**src/rtl/arm_dp_control_unit.sv**
```systemverilog
// arm_dp_control_unit
// Multi-cycle fetch/decode/execute sequencer for ARM data-processing
// instructions. It drives the control inputs of the register file and ALU.
// Optional feature macro: MEM_TIMEOUT_EN. When it is defined, FETCH gives up
// after MOC_TIMEOUT cycles without MOC and parks in a sticky FAULT state.
module arm_dp_control_unit #(
    parameter int unsigned MOC_TIMEOUT = 15,
    parameter logic [31:0] PC_STEP     = 32'd4
) (
    input  logic        Clk,
    input  logic        RESET,
    input  logic        MOC,
    input  logic [31:0] MEM_DATA,
    input  logic [31:0] PCout,
    input  logic [3:0]  FLAGS_OUT,
    output logic        MFA,
    output logic [31:0] Pcin,
    output logic        LOADPC,
    output logic        LOAD,
    output logic        IR_CU,
    output logic [19:0] RSLCT,
    output logic [4:0]  OP,
    output logic [3:0]  FLAGS,
    output logic        S,
    output logic        ALU_OUT,
    output logic        UNDEF,
    output logic        FAULT
);

    typedef enum logic [2:0] {
        ST_IDLE   = 3'd0,
        ST_FETCH  = 3'd1,
        ST_DECODE = 3'd2,
        ST_EXEC   = 3'd3,
        ST_FAULT  = 3'd4
    } state_t;

    state_t      r_state;
    logic [31:0] r_ir;
    logic [3:0]  r_flags;
    logic        r_load;
    logic        r_s;
    logic        r_alu_out;
    logic [19:0] r_rslct;
    logic [4:0]  r_op;

    logic        w_fetch;
    logic        w_is_dp;
    logic        w_is_cmp;
    logic        w_cond_ok;
    logic [31:0] w_pc_next;

    // ARM condition-code evaluation; flags are packed {N,Z,C,V}.
    function automatic logic cond_pass(input logic [3:0] cond, input logic [3:0] f);
        logic n, z, c, v;
        n = f[3];
        z = f[2];
        c = f[1];
        v = f[0];
        case (cond)
            4'b0000: cond_pass = z;
            4'b0001: cond_pass = !z;
            4'b0010: cond_pass = c;
            4'b0011: cond_pass = !c;
            4'b0100: cond_pass = n;
            4'b0101: cond_pass = !n;
            4'b0110: cond_pass = v;
            4'b0111: cond_pass = !v;
            4'b1000: cond_pass = c && !z;
            4'b1001: cond_pass = !c || z;
            4'b1010: cond_pass = (n == v);
            4'b1011: cond_pass = (n != v);
            4'b1100: cond_pass = !z && (n == v);
            4'b1101: cond_pass = z || (n != v);
            4'b1110: cond_pass = 1'b1;
            default: cond_pass = 1'b0;   // 1111 is treated as "never"
        endcase
    endfunction

    assign w_fetch   = (r_state == ST_FETCH);
    assign w_pc_next = PCout + PC_STEP;       // wraps naturally modulo 2^32
    assign w_is_dp   = (r_ir[27:26] == 2'b00);
    // Opcodes 8..11 (TST/TEQ/CMP/CMN) only set flags and never write Rd.
    assign w_is_cmp  = (r_ir[24:23] == 2'b10);
    assign w_cond_ok = cond_pass(r_ir[31:28], r_flags);

`ifdef MEM_TIMEOUT_EN
    logic [3:0] r_wait;

    // Wait counter: zero outside FETCH, counts FETCH cycles that lack MOC.
    always_ff @(posedge Clk) begin
        if (RESET || !w_fetch) begin
            r_wait <= '0;
        end else if (!MOC) begin
            r_wait <= r_wait + 4'd1;
        end
    end
`else
    logic w_unused_timeout;
    assign w_unused_timeout = (MOC_TIMEOUT != 0);
`endif

    // Main sequencer: state, instruction register, flags and execute controls.
    always_ff @(posedge Clk) begin
        if (RESET) begin
            r_state   <= ST_IDLE;
            r_ir      <= '0;
            r_flags   <= '0;
            r_load    <= 1'b0;
            r_s       <= 1'b0;
            r_alu_out <= 1'b0;
            r_rslct   <= '0;
            r_op      <= '0;
        end else begin
            case (r_state)
                ST_IDLE: begin
                    r_state <= ST_FETCH;
                end
                ST_FETCH: begin
                    if (MOC) begin
                        r_ir    <= MEM_DATA;
                        r_state <= ST_DECODE;
                    end
`ifdef MEM_TIMEOUT_EN
                    else if (r_wait == 4'(MOC_TIMEOUT - 1)) begin
                        r_state <= ST_FAULT;
                    end
`endif
                end
                ST_DECODE: begin
                    if (!w_is_dp || !w_cond_ok) begin
                        r_state <= ST_FETCH;
                    end else begin
                        // Execute controls are registered here so they are
                        // stable for the whole EXEC cycle.
                        r_state   <= ST_EXEC;
                        r_alu_out <= 1'b1;
                        r_op      <= {1'b0, r_ir[24:21]};
                        r_s       <= r_ir[20] | w_is_cmp;
                        r_load    <= !w_is_cmp;
                        r_rslct   <= {r_ir[19:16], r_ir[15:12], r_ir[11:8],
                                      r_ir[3:0], r_ir[19:16]};
                    end
                end
                ST_EXEC: begin
                    if (r_s) begin
                        r_flags <= FLAGS_OUT;
                    end
                    r_load    <= 1'b0;
                    r_s       <= 1'b0;
                    r_alu_out <= 1'b0;
                    r_state   <= ST_FETCH;
                end
                ST_FAULT: begin
                    r_state <= ST_FAULT;
                end
                default: begin
                    r_state <= ST_IDLE;
                end
            endcase
        end
    end

    logic w_unused_ir;
    assign w_unused_ir = ^{r_ir[25], r_ir[7:4]};   // immediate/shift ignored

    assign MFA     = w_fetch;
    assign LOADPC  = w_fetch && MOC;
    assign Pcin    = w_fetch ? w_pc_next : 32'd0;
    assign LOAD    = r_load;
    assign IR_CU   = 1'b1;
    assign RSLCT   = r_rslct;
    assign OP      = r_op;
    assign FLAGS   = r_flags;
    assign S       = r_s;
    assign ALU_OUT = r_alu_out;
    assign UNDEF   = (r_state == ST_DECODE) && !w_is_dp;
`ifdef MEM_TIMEOUT_EN
    assign FAULT   = (r_state == ST_FAULT);
`else
    assign FAULT   = 1'b0;
`endif

endmodule
```
**config.mk**
```make
export PLATFORM = sky130hd
export DESIGN_NAME = arm_dp_control_unit
export DESIGN_NICKNAME = d
export VERILOG_FILES = /design/src/rtl/arm_dp_control_unit.sv
export SDC_FILE = /design/constraint.sdc
export NUM_CORES = 1
export LEC_CHECK = 0
export BUFFER_PORTS_ARGS = -buffer_cell sky130_fd_sc_hd__buf_2
export CORE_MARGIN = 5
export CORE_UTILIZATION = 48
export DETAILED_ROUTE_END_ITERATION = 8
export PLACE_DENSITY_LB_ADDON = 0.15
export SLEW_MARGIN = 25
export SYNTH_ARGS = -nofsm -noshare
export SYNTH_HDL_FRONTEND = slang
export SYNTH_SLANG_ARGS = --single-unit
```
**constraint.sdc**
```tcl
create_clock -name Clk -period 2.3 [get_ports Clk]
set_input_delay 0.115 -clock Clk [delete_from_list [all_inputs] [get_ports Clk]]
set_output_delay 0.115 -clock Clk [all_outputs]
set_load 0.05 [all_outputs]
```
==> reports/qor.csv <==
metric,value,unit
status,completed,
Slew headroom,66.4,%
synthesized flop and latch total,57,
gp weighted congestion,0.772,
IO Count,140,
Final #Nets,606,
Max Clk Rate,0.474,GHz
Final ANT Viol Nets,0,
die height,91.2,µm
"Hold Vio Cnt, Final",0,
kind of cell adding the most delay to the critical path,simple AND/OR/NAND/NOR gates,
placed cells,600,
initial antenna violation count,0,
crit path cell chain,"or4b_2, nand3_1, nand2_1, o21bai_2, nor2_2, buf_12, a211oi_1",
post-synthesis sequential area ratio,36.0,%
Resize count post-CTS,0,
starting density of the core,49.6,%
DR pass1 iterations,4,
Critical Path Slowest Stage Cell,or4b_2,
Inserted Clock Buffers,9,
CP peak stage delay,0.63,ns
grt ovf,0,
Slew @ Worst Pin,0.503,ns
crit path capture type,flop,
max cap viols,0,
CTS tree,yes,
synthesized instance count,411,
arrival time at the worst endpoint,2.35,ns
DIE WIDTH,91.2,µm
antenna cells,0,
DRT Wirelength,7.79,mm
Critical Path RT,2.54,ns
Period minus WS final,2.11,ns
first-pass GRT wire length,13.0,mm
hold depth,3,
"Endpoint, Worst Hold",r_ir[31]$_SDFFE_PP0P_,
Rows,29,
placed instance area,3870,µm²
Leak,1.91,nW
async set-reset flop share out of synthesis,0,%
Worst Path Max Fanout,22,
Finished Layout Cells,614,
synth warn,0,
Worst Reg-to-Reg Cells,7,
H-tree depth,3,
fin area,4070,µm²
Sequential Power Share,42.6,%
die footprint,8320,µm²
Hold Crit Class,in2reg,
number of global-route vias before repair,2960,
NetSw,0.682,mW
Internal Pwr Total,1.75,mW
Clock power frac,39.3,%
sw frac,28.1,%
# fillers,616,
Core Region,6390,µm²
Clock Skews,0.00542,ns
Final Setup Violations,0,
via count,3081,
Post-Syn Area,3170,µm²
worst setup path class,reg2reg,
Mean Syn Cell Area,7.70,µm²
FF-to-FF Start,r_ir[31]$_SDFFE_PP0P_,
share of cells above drive strength 1,30.5,%
fin. max-slew vios,0,
hold_sp,MEM_DATA[31],
RSZ-0062 raised after global routing,no,
period utilization,91.8,%
Main synth FF type,dfxtp_1,
combinational share of power,18.1,%
Reg2Reg Capture Point,r_state[1]$_SDFFE_PP0P_,
maximum clock path buffer count,2,
CTS Hold Buffers Added,0,
Layout area overhead,28.5,%
Post-synth EDFFs,0,
"Clk Latency, worst-skew pair",0.32,ns
"Clk pin slew, worst setup/hold paths",0.06,ns
maximum vdd ir drop,0.324,mV
DR iter-0 viols,77,
HPWL Detailed,5.92,mm
largest net degree at the start of global routing,30,
r2r setup slk,0.19,ns
setup_tns,0,ns
power density over the cells,597,nW/µm²
routed len/inst,12.7,µm
CTS sink count,57,
Setup Buffers After CTS,0,
gr usage total,18.6,%
Buf/Inv on CP,1,
port buffer count,131,
vias per cell,5.02,
Netlist cell types,45,
# DRC,0,
clock tree root buffer cell,clkbuf_8,
Worst setup SP type,flop,
## registers in the layout, summed over array words and instances, names as in the netlist
signal,flops
FLAGS,4
r_ir,27
RSLCT,16
LOAD,1
r_state,3
OP,4
S,1
ALU_OUT,1
## cells in the mapped netlist (all sizes together) (2+ instances only)
cell    number  share of area, %
conb         2              0.24
nand3       16               2.5
xor2        16               4.4
or3          6               1.3
nor4         3              0.59
nand4        4              0.79
clkbuf      18               2.1
nor3         5              0.79
nor2b        5              0.99
dfxtp       57                36
or4          2              0.47
inv          6              0.71
mux2i       24               7.6
and2         4              0.79
and3         6               1.2
xnor2        9               2.5
a311oi       2              0.55
buf         13               2.9
a21oi       38               6.0
a211oi       2              0.47
o21ai        7               1.1
nor2        34               4.1
nand2       75               8.9
o21bai       2              0.59
and4         2              0.55
nand2b      41               8.1
## tightest hold or removal path: cells and delay by family
kind	cells	cell delay, ns
compound gates	1	0.05
buf+inv	1	0.09
simple gates	1	0.05
## layout by cell type (no fill, tap or decap), types with 10 or more instances in the layout
master,n
mux2i_1,24
buf_2,131
buf_4,10
xor2_1,16
nand3_1,16
a21oi_1,35
nand2b_1,41
dfxtp_1,57
nor2_1,33
nand2_1,75
## worst max-delay path by stage
stage	startpoint	endpoint	depth (start not counted)
6_report	r_ir[31]$_SDFFE_PP0P_	r_state[1]$_SDFFE_PP0P_	7
5_1_grt	r_ir[31]$_SDFFE_PP0P_	r_state[1]$_SDFFE_PP0P_	7
4_1_cts	r_state[1]$_SDFFE_PP0P_	r_state[1]$_SDFFE_PP0P_	7
3_5_place_dp	PCout[9]	Pcin[30]	7
3_3_place_gp	PCout[9]	Pcin[30]	7
2_1_floorplan	FLAGS[3]$_SDFFE_PP0P_	S$_SDFFE_PP0P_	7
## per-layer routing
metal  track usage (%)  up-vias  wire [µm]
li1                  -     1607          -
met1              22.1     1374       3330
met2              31.6       92       3710
met3              6.45        8        649
met4              5.62        0         94
met5                 0        -          0
## logic make-up after synthesis
group                      share of synthesized area, %
and+or+nand+nor                                    33.3
buffers and inverters                              5.73
DFF                                                36.0
AOI/OAI and AO/OA                                  9.80
other                                             0.237
xor gates and xnor gates                           6.92
adders and majority gates                         0.395
muxes                                              7.59
## metrics by stage
stage | util [%] | setup slack [ns] | hold WS, ns | total power [mW]
2_1_floorplan | - | 0.123 | 0.233 | 1.36
3_3_place_gp | 60.6 | 0.191 | 0.349 | 1.49
3_5_place_dp | 60.6 | 0.193 | 0.359 | 1.50
4_1_cts | 63.7 | 0.185 | 0.0210 | 2.46
5_1_grt | 63.7 | 0.0287 | 0.0265 | 2.54
6_report | 63.7 | 0.189 | 0.0315 | 2.43
## layout make-up
type	count	area (µm²)	share of cell area (%)
multi-input cells	318	1860	45.7
clock inverters	4	70.1	1.72
repair buffers	142	751	18.5
clock buffers	10	128	3.14
inverters	6	22.5	0.554
well taps	77	96.3	2.37
flip-flops and latches	57	1140	28.1
## power groups by stage
| stage | sequential, mW | clock (mW) | combinational [mW] |
|---|---|---|---|
| detailed placement | 1.06 | 0 | 0.441 |
| finish | 1.03 | 0.955 | 0.439 |
| global route | 1.04 | 1.03 | 0.477 |
| CTS | 1.03 | 0.980 | 0.442 |
| floorplan | 1.05 | 0 | 0.309 |
| global placement | 1.05 | 0 | 0.435 |
Power figures use the tool's default switching activity.
